`src/rtl/bist_pattern_gen.sv`:
```
// bist_pattern_gen: LFSR stimulus generator that issues a counted run of patterns, then flushes and reports done.
module bist_pattern_gen #(
    parameter int               WIDTH        = 22,
    parameter logic [WIDTH-1:0] SEED         = 22'h000001,
    parameter int               CNT_W        = 16,
    parameter int               FLUSH_CYCLES = 2
) (
    input  logic             clk,
    input  logic             rst,
    input  logic             start,
    input  logic [CNT_W-1:0] num_pat,
    input  logic             hold,
    output logic [WIDTH-1:0] pattern,
    output logic             pattern_valid,
    output logic             busy,
    output logic             done,
    output logic [CNT_W-1:0] pat_count
);
    localparam int FW = $clog2(FLUSH_CYCLES + 2);
    typedef enum logic [1:0] {IDLE, RUN, FLUSH, DONE} state_t;
    localparam state_t END_ST = (FLUSH_CYCLES == 0) ? DONE : FLUSH;
    state_t           r_state, w_state_nxt;
    logic [WIDTH-1:0] r_lfsr, w_lfsr_nxt;
    logic [CNT_W-1:0] r_cnt, w_cnt_nxt, r_num, w_num_nxt;
    logic [FW-1:0]    r_flush, w_flush_nxt;
    logic             w_issue;
    assign w_issue       = (r_state == RUN) && !hold;
    assign pattern       = r_lfsr;
    assign pattern_valid = w_issue;
    assign busy          = (r_state == RUN) || (r_state == FLUSH);
    assign done          = (r_state == DONE);
    assign pat_count     = r_cnt;
    always_ff @(posedge clk) begin
        if (rst) begin
            r_state <= IDLE;
            r_lfsr  <= SEED;
            r_cnt   <= '0;
            r_num   <= '0;
            r_flush <= '0;
        end else begin
            r_state <= w_state_nxt;
            r_lfsr  <= w_lfsr_nxt;
            r_cnt   <= w_cnt_nxt;
            r_num   <= w_num_nxt;
            r_flush <= w_flush_nxt;
        end
    end
    always_comb begin
        w_state_nxt = r_state;
        w_lfsr_nxt  = r_lfsr;
        w_cnt_nxt   = r_cnt;
        w_num_nxt   = r_num;
        w_flush_nxt = r_flush;
        case (r_state)
            IDLE, DONE: if (start) begin
                w_lfsr_nxt  = SEED;
                w_cnt_nxt   = '0;
                w_num_nxt   = num_pat;
                w_flush_nxt = '0;
                w_state_nxt = (num_pat != '0) ? RUN : END_ST;
            end
            RUN: if (w_issue) begin
                w_lfsr_nxt  = {r_lfsr[WIDTH-2:0], r_lfsr[WIDTH-1] ^ r_lfsr[WIDTH-2]};
                w_cnt_nxt   = r_cnt + CNT_W'(1);
                w_flush_nxt = '0;
                w_state_nxt = (r_cnt == r_num - CNT_W'(1)) ? END_ST : RUN;
            end
            FLUSH: begin
                w_flush_nxt = r_flush + FW'(1);
                w_state_nxt = (r_flush == FW'(FLUSH_CYCLES - 1)) ? DONE : FLUSH;
            end
            default: w_state_nxt = IDLE;
        endcase
    end
endmodule
```
`config.mk`:
```
export PLATFORM = sky130hd
export DESIGN_NAME = bist_pattern_gen
export DESIGN_NICKNAME = d
export VERILOG_FILES = /design/src/rtl/bist_pattern_gen.sv
export SDC_FILE = /design/constraint.sdc
export NUM_CORES = 1
export LEC_CHECK = 0
export BUFFER_PORTS_ARGS = -buffer_cell sky130_fd_sc_hd__clkbuf_2
export CAP_MARGIN = 25
export CORE_ASPECT_RATIO = 0.75
export CORE_MARGIN = 1
export CORE_UTILIZATION = 30
export DETAILED_ROUTE_END_ITERATION = 10
export PLACE_DENSITY = 0.56
export SETUP_SLACK_MARGIN = 0.5
export SLEW_MARGIN = 20
export SYNTH_ARGS = -nofsm -noshare
export SYNTH_HDL_FRONTEND = slang
export SYNTH_SLANG_ARGS = --single-unit
```
`constraint.sdc`:
```
create_clock -name clk -period 4.45 [get_ports clk]
set_input_delay 1.1125 -clock clk [delete_from_list [all_inputs] [get_ports clk]]
set_output_delay 1.1125 -clock clk [all_outputs]
set_load 0.005 [all_outputs]
```
# Yosys cells after proc, flatten, opt, wreduce, memory -nomap -nowiden
# Index checks and enable logic that the tools add are counted.
[word_totals] in_bits=20 out_inout_bits=41 ff_bits=58 word_cells=41
[classes] bitwise_logic=1 n_eq_ne=7 add_sub_neg=3 muxes=15 n_reduce_logical=10
[ops] cell="22-bit 2-to-1 mux" count=2
[ops] cell="22-bit one-hot mux with 2 select lines" count=1
[ops] cell="16-bit 2-to-1 mux" count=2
[ops] cell="16-bit one-hot mux with 2 select lines" count=1
[ops] cell="16-bit by 1-bit adder with 16-bit output, second input constant" count=1
[ops] cell="16-bit == test" count=1
[ops] cell="16-bit nonzero test" count=1
[ops] cell="16-bit by 1-bit subtractor with 16-bit output, second input constant" count=1
[ops] cell="2-bit 2-to-1 mux" count=6
[ops] cell="2-bit one-hot mux with 3 select lines" count=2
[ops] cell="2-bit by 1-bit == test with 1-bit output, second input constant" count=2
[ops] cell="2-bit == test, second input constant" count=2
[ops] cell="2-bit != test, second input constant" count=2
[ops] cell="2-bit AND reduction" count=2
[ops] cell="3-bit AND reduction" count=1
[ops] cell="2-bit by 1-bit adder with 2-bit output, second input constant" count=1
[ops] cell="2-bit zero test" count=1
[ops] cell="2-bit nonzero test" count=1
[ops] cell="2-bit OR reduction" count=1
[ops] cell="1-bit logical AND" count=1
[ops] cell="1-bit zero test" count=1
[ops] cell="1-bit logical OR" count=1
[ops] cell="1-bit 2-to-1 mux" count=1
[ops] cell="1-bit XOR" count=1

# Longest topological paths before layout
[logic_depth] word_depth=5 depth_mapped=9 mapped_depth_nobuf=8

# Least setup slack after synthesis
# OpenSTA, ideal clock, no wires.
[synth_path] path_kind="input -> register" start="input port start" end="register r_cnt[13] (netlist: pat_count[13])" path_stages=6 setup_time_ns=0.128 path_buffers=0 path_slack_ns=2.061 t_required_ns=4.322 arrival_time_ns=2.262 cell_sequence="nand2b_1 o211ai_1 nor4_1 nand3_1 xor2_1 nor2_1"
[synth_between] elab_chain_cells=2
[synth_rtl] element="start: declaration" line="10" text="input logic start,"
[synth_rtl] element="2-bit != test (no source line)"
[synth_rtl] element="3-bit AND reduction (no source line)"
[synth_rtl] element="end signal: assignment" line="43" text="r_cnt <= w_cnt_nxt;"
[synth_rtl] element="end: declaration" line="24" text="logic [CNT_W-1:0] r_cnt, w_cnt_nxt, r_num, w_num_nxt;"
# Every way passes these cells.
# A chain may end at the register's enable or synchronous reset.

# Final worst setup path
[layout_path] start="input port hold" end="output port pattern_valid"
[layout_between] elab_chain_cells=2
[layout_rtl] element="start: declaration" line="12" text="input logic hold,"
[layout_rtl] element="1-bit zero test" line="27" text="assign w_issue = (r_state == RUN) && !hold;"
[layout_rtl] element="1-bit logical AND" line="27"
[layout_rtl] element="end: declaration" line="14" text="output logic pattern_valid,"
# Every way passes these cells.

==> impl_metrics.yaml <==
power_and_ir_drop:
  pwr_density_cell_mw_per_mm2: 565
  peakVddDrop_mv: 0.264
  p_leak_nw: 1.51
synth:
  synth.net_count: 375
  syn_inst: 349
  ys_types: 49
  ys_ff_latch: 58
  yosysSeqAreaShare_pct: 40.2
  async_reset_ff_share_pct: 0
  synth_ff_type: "dfxtp_1"
  yosysTopAreaCell: "dfxtp_1"
  syn_area_mm2: 0.00289
  synth.yosys.warnings: 0
  synth-edff-count: 0
  yosys.area.top_type_share_pct: 40.2
  avgSynthCellArea_um2: 8.29
  synth.area.top_cells: "dfxtp_1 (40%), nor2_1 (6.4%), a22oi_1 (6.0%)"
status:
  status: "finished, final reports clean"
sta:
  fin_crit_sh_pct: 59.2
  rsz0062_at_grt: "false"
  fin_skew_ps: 2.96
  drv_slew: 0
  final-setup-viol-count: 0
  fin_setup_tns_ps: 0
  fmax_mhz: 379
  max-slew-margin-rel_pct: 38.7
  worst_slew_pin_slew_ps: 919
  period_minus_slack_ps: 2640
  hold_viol_final: 0
global_routing:
  grt_max_degree: 48
  global_route.overflow_total: 0
  grt_pass1_wl_um: 11700
  grt_usage_pct: 15.2
  antenna_found_initial: 0
  grt_pass1_vias: 2302
placement:
  place_hpwl_um: 5440
  place.port_buffers: 60
  place_congestion: 0.822
cts:
  cts_resized: 0
  clkLatencyLatePin_ps: 320
  path_clk_slew_ps: 50
  clk_path_buf_depth: 2
  clock-sinks: 58
  postCtsHoldBufs: 0
  numCtsBuffers: 9
  htree_num_levels: 3
  postCtsSetupBuffers: 0
  cts_tree: "done"
  cts-root-buf: "clkbuf_16"
run:
  drv_cap: 0
layout:
  synthToLayoutAreaGrowth_pct: 25.8
  final_cell_mix: "clkbuf_2 (60), dfxtp_1 (58), nor2_1 (49), nand2_1 (39), a21oi_1 (27)"
  diodes: 0
  drive_gt1_share_pct: 20.9
  final_nets: 428
  fin_util_pct: 39.6
  fillerInstances: 957
  register_area_mm2: 0.00116
  final_common_cell: "clkbuf_2"
  multi_input_area_mm2: 0.00161
routing:
  vias: 2655
  route.detailed.drc: 0
  wl_per_cell_um: 13.6
  drt_wl_total_um: 7300
  drt_iter0_markers: 162
  via_per_inst: 4.96
  drtPass1Iterations: 4
  antenna_left: 0
floorplanning:
  die_w_um: 115
  core_mm2: 0.00920
  io_pins: 61
  die_area_mm2: 0.0100
  start_util_pct: 31.4
  num_rows: 30
  die_h_um: 87.0
worst_setup_path:
  cp_max_fo: 3
  critical-path-max-stage-delay_ps: 170
  r2r-start: "r_state[0]"
  arrival_ps: 1520
  crit_path_cell_trace: "clkbuf_2 > nor2b_1 > clkbuf_2"
  cp-end-kind: "primary output"
  slowest_stage: "nor2b_1"
  criticalPathCategory: "primary input to primary output"
  startpoint_type: "primary input"
  cp_common_cell: "clkbuf_2"
  worstPathRequired_ps: 3340
  rr_worst_depth: 9
  reg2reg_slack_ps: 1980
  r2r-end: "pat_count[15]"
hold_path:
  min_to: "r_flush[1]"
  hold_path.startpoint: "r_flush[1]"
  whs_path_depth: 2
  hold_path_class: "flop to flop"
==> layout make-up <==
class,instances,share of cell area (%)
multi-input combinational,260,44.2
inverter,11,1.14
tap,128,4.40
timing repair buffer,62,8.67
clock buffer,11,6.95
clock inverter,5,2.75
sequential,58,31.9
==> power by group <==
part	leakage, nW	switching, W	internal, W
Clock	0.176	0.000231	0.000575
Combinational	0.859	0.000384	0.000239
Sequential	0.470	0.0000610	0.000565
Total	1.51	0.000675	0.00138
==> routing by layer <==
metal / GRT usage (%) / vias up / routed length (µm)
met4: 3.90 / 0 / 65
li1: - / 1340 / -
met5: 0 / - / 0
met2: 20.8 / 67 / 2860
met1: 22.7 / 1241 / 4020
met3: 4.31 / 7 / 354
==> worst max-delay path: cells and delay by family <==
family	cells	cell delay (ps)
buffers and inverters	2	240
AND/OR/NAND/NOR	1	170
==> cell usage after synthesis, drive strengths merged (2+ instances only) <==
cell type  number
xnor2          13
nor3b           3
and2            3
and3            2
or2             2
and4            2
nand2          39
nand3           9
ha              6
o21ai           6
or3             7
a211oi          3
a21o            2
nand2b          3
nor2           49
a22oi          23
or4             2
nand4           8
mux2i           2
a21oi          27
dfxtp          58
nor4            7
a2111oi         2
nor3            5
nor4b           2
clkbuf         19
xor2           17
inv            11
==> worst max path at each step <==
stage | from | end | slack [ps]
floorplan | start | pat_count[13] | 2060
global placement | start | pat_count[15] | 1620
detailed placement | start | pat_count[13] | 1600
CTS | hold | pattern_valid | 1810
global route | r_state[0] | r_state[0] | 1780
finish | hold | pattern_valid | 1810
==> stage by stage <==
step	std cells	power [W]	setup slack [ps]	area [µm²]	hold WS [ps]
global placement	518	0.00125	1620	3280	471
global route	535	0.00217	1780	3640	510
floorplan	349	0.00111	2060	2890	448
finish	535	0.00205	1810	3640	486
detailed placement	519	0.00125	1600	3280	478
CTS	535	0.00207	1810	3640	484
==> cell families (layout without fill, tap and decap cells) <==
logic type / Yosys count / after routing / synth area share [%]
xor+xnor: 32 / 32 / 10.7
compound gates: 72 / 72 / 16.1
simple gates: 147 / 147 / 25.1
fa+ha+maj: 6 / 6 / 2.60
buf+inv: 31 / 89 / 4.28
flops: 58 / 58 / 40.2
mux: 3 / 3 / 1.08
==> state kept, by name, summed over array words and instances (netlist names) <==
register,count
r_flush,2
pattern,22
r_num,16
pat_count,16
r_state,2
No activity file was read; power rests on OpenSTA's default activity.
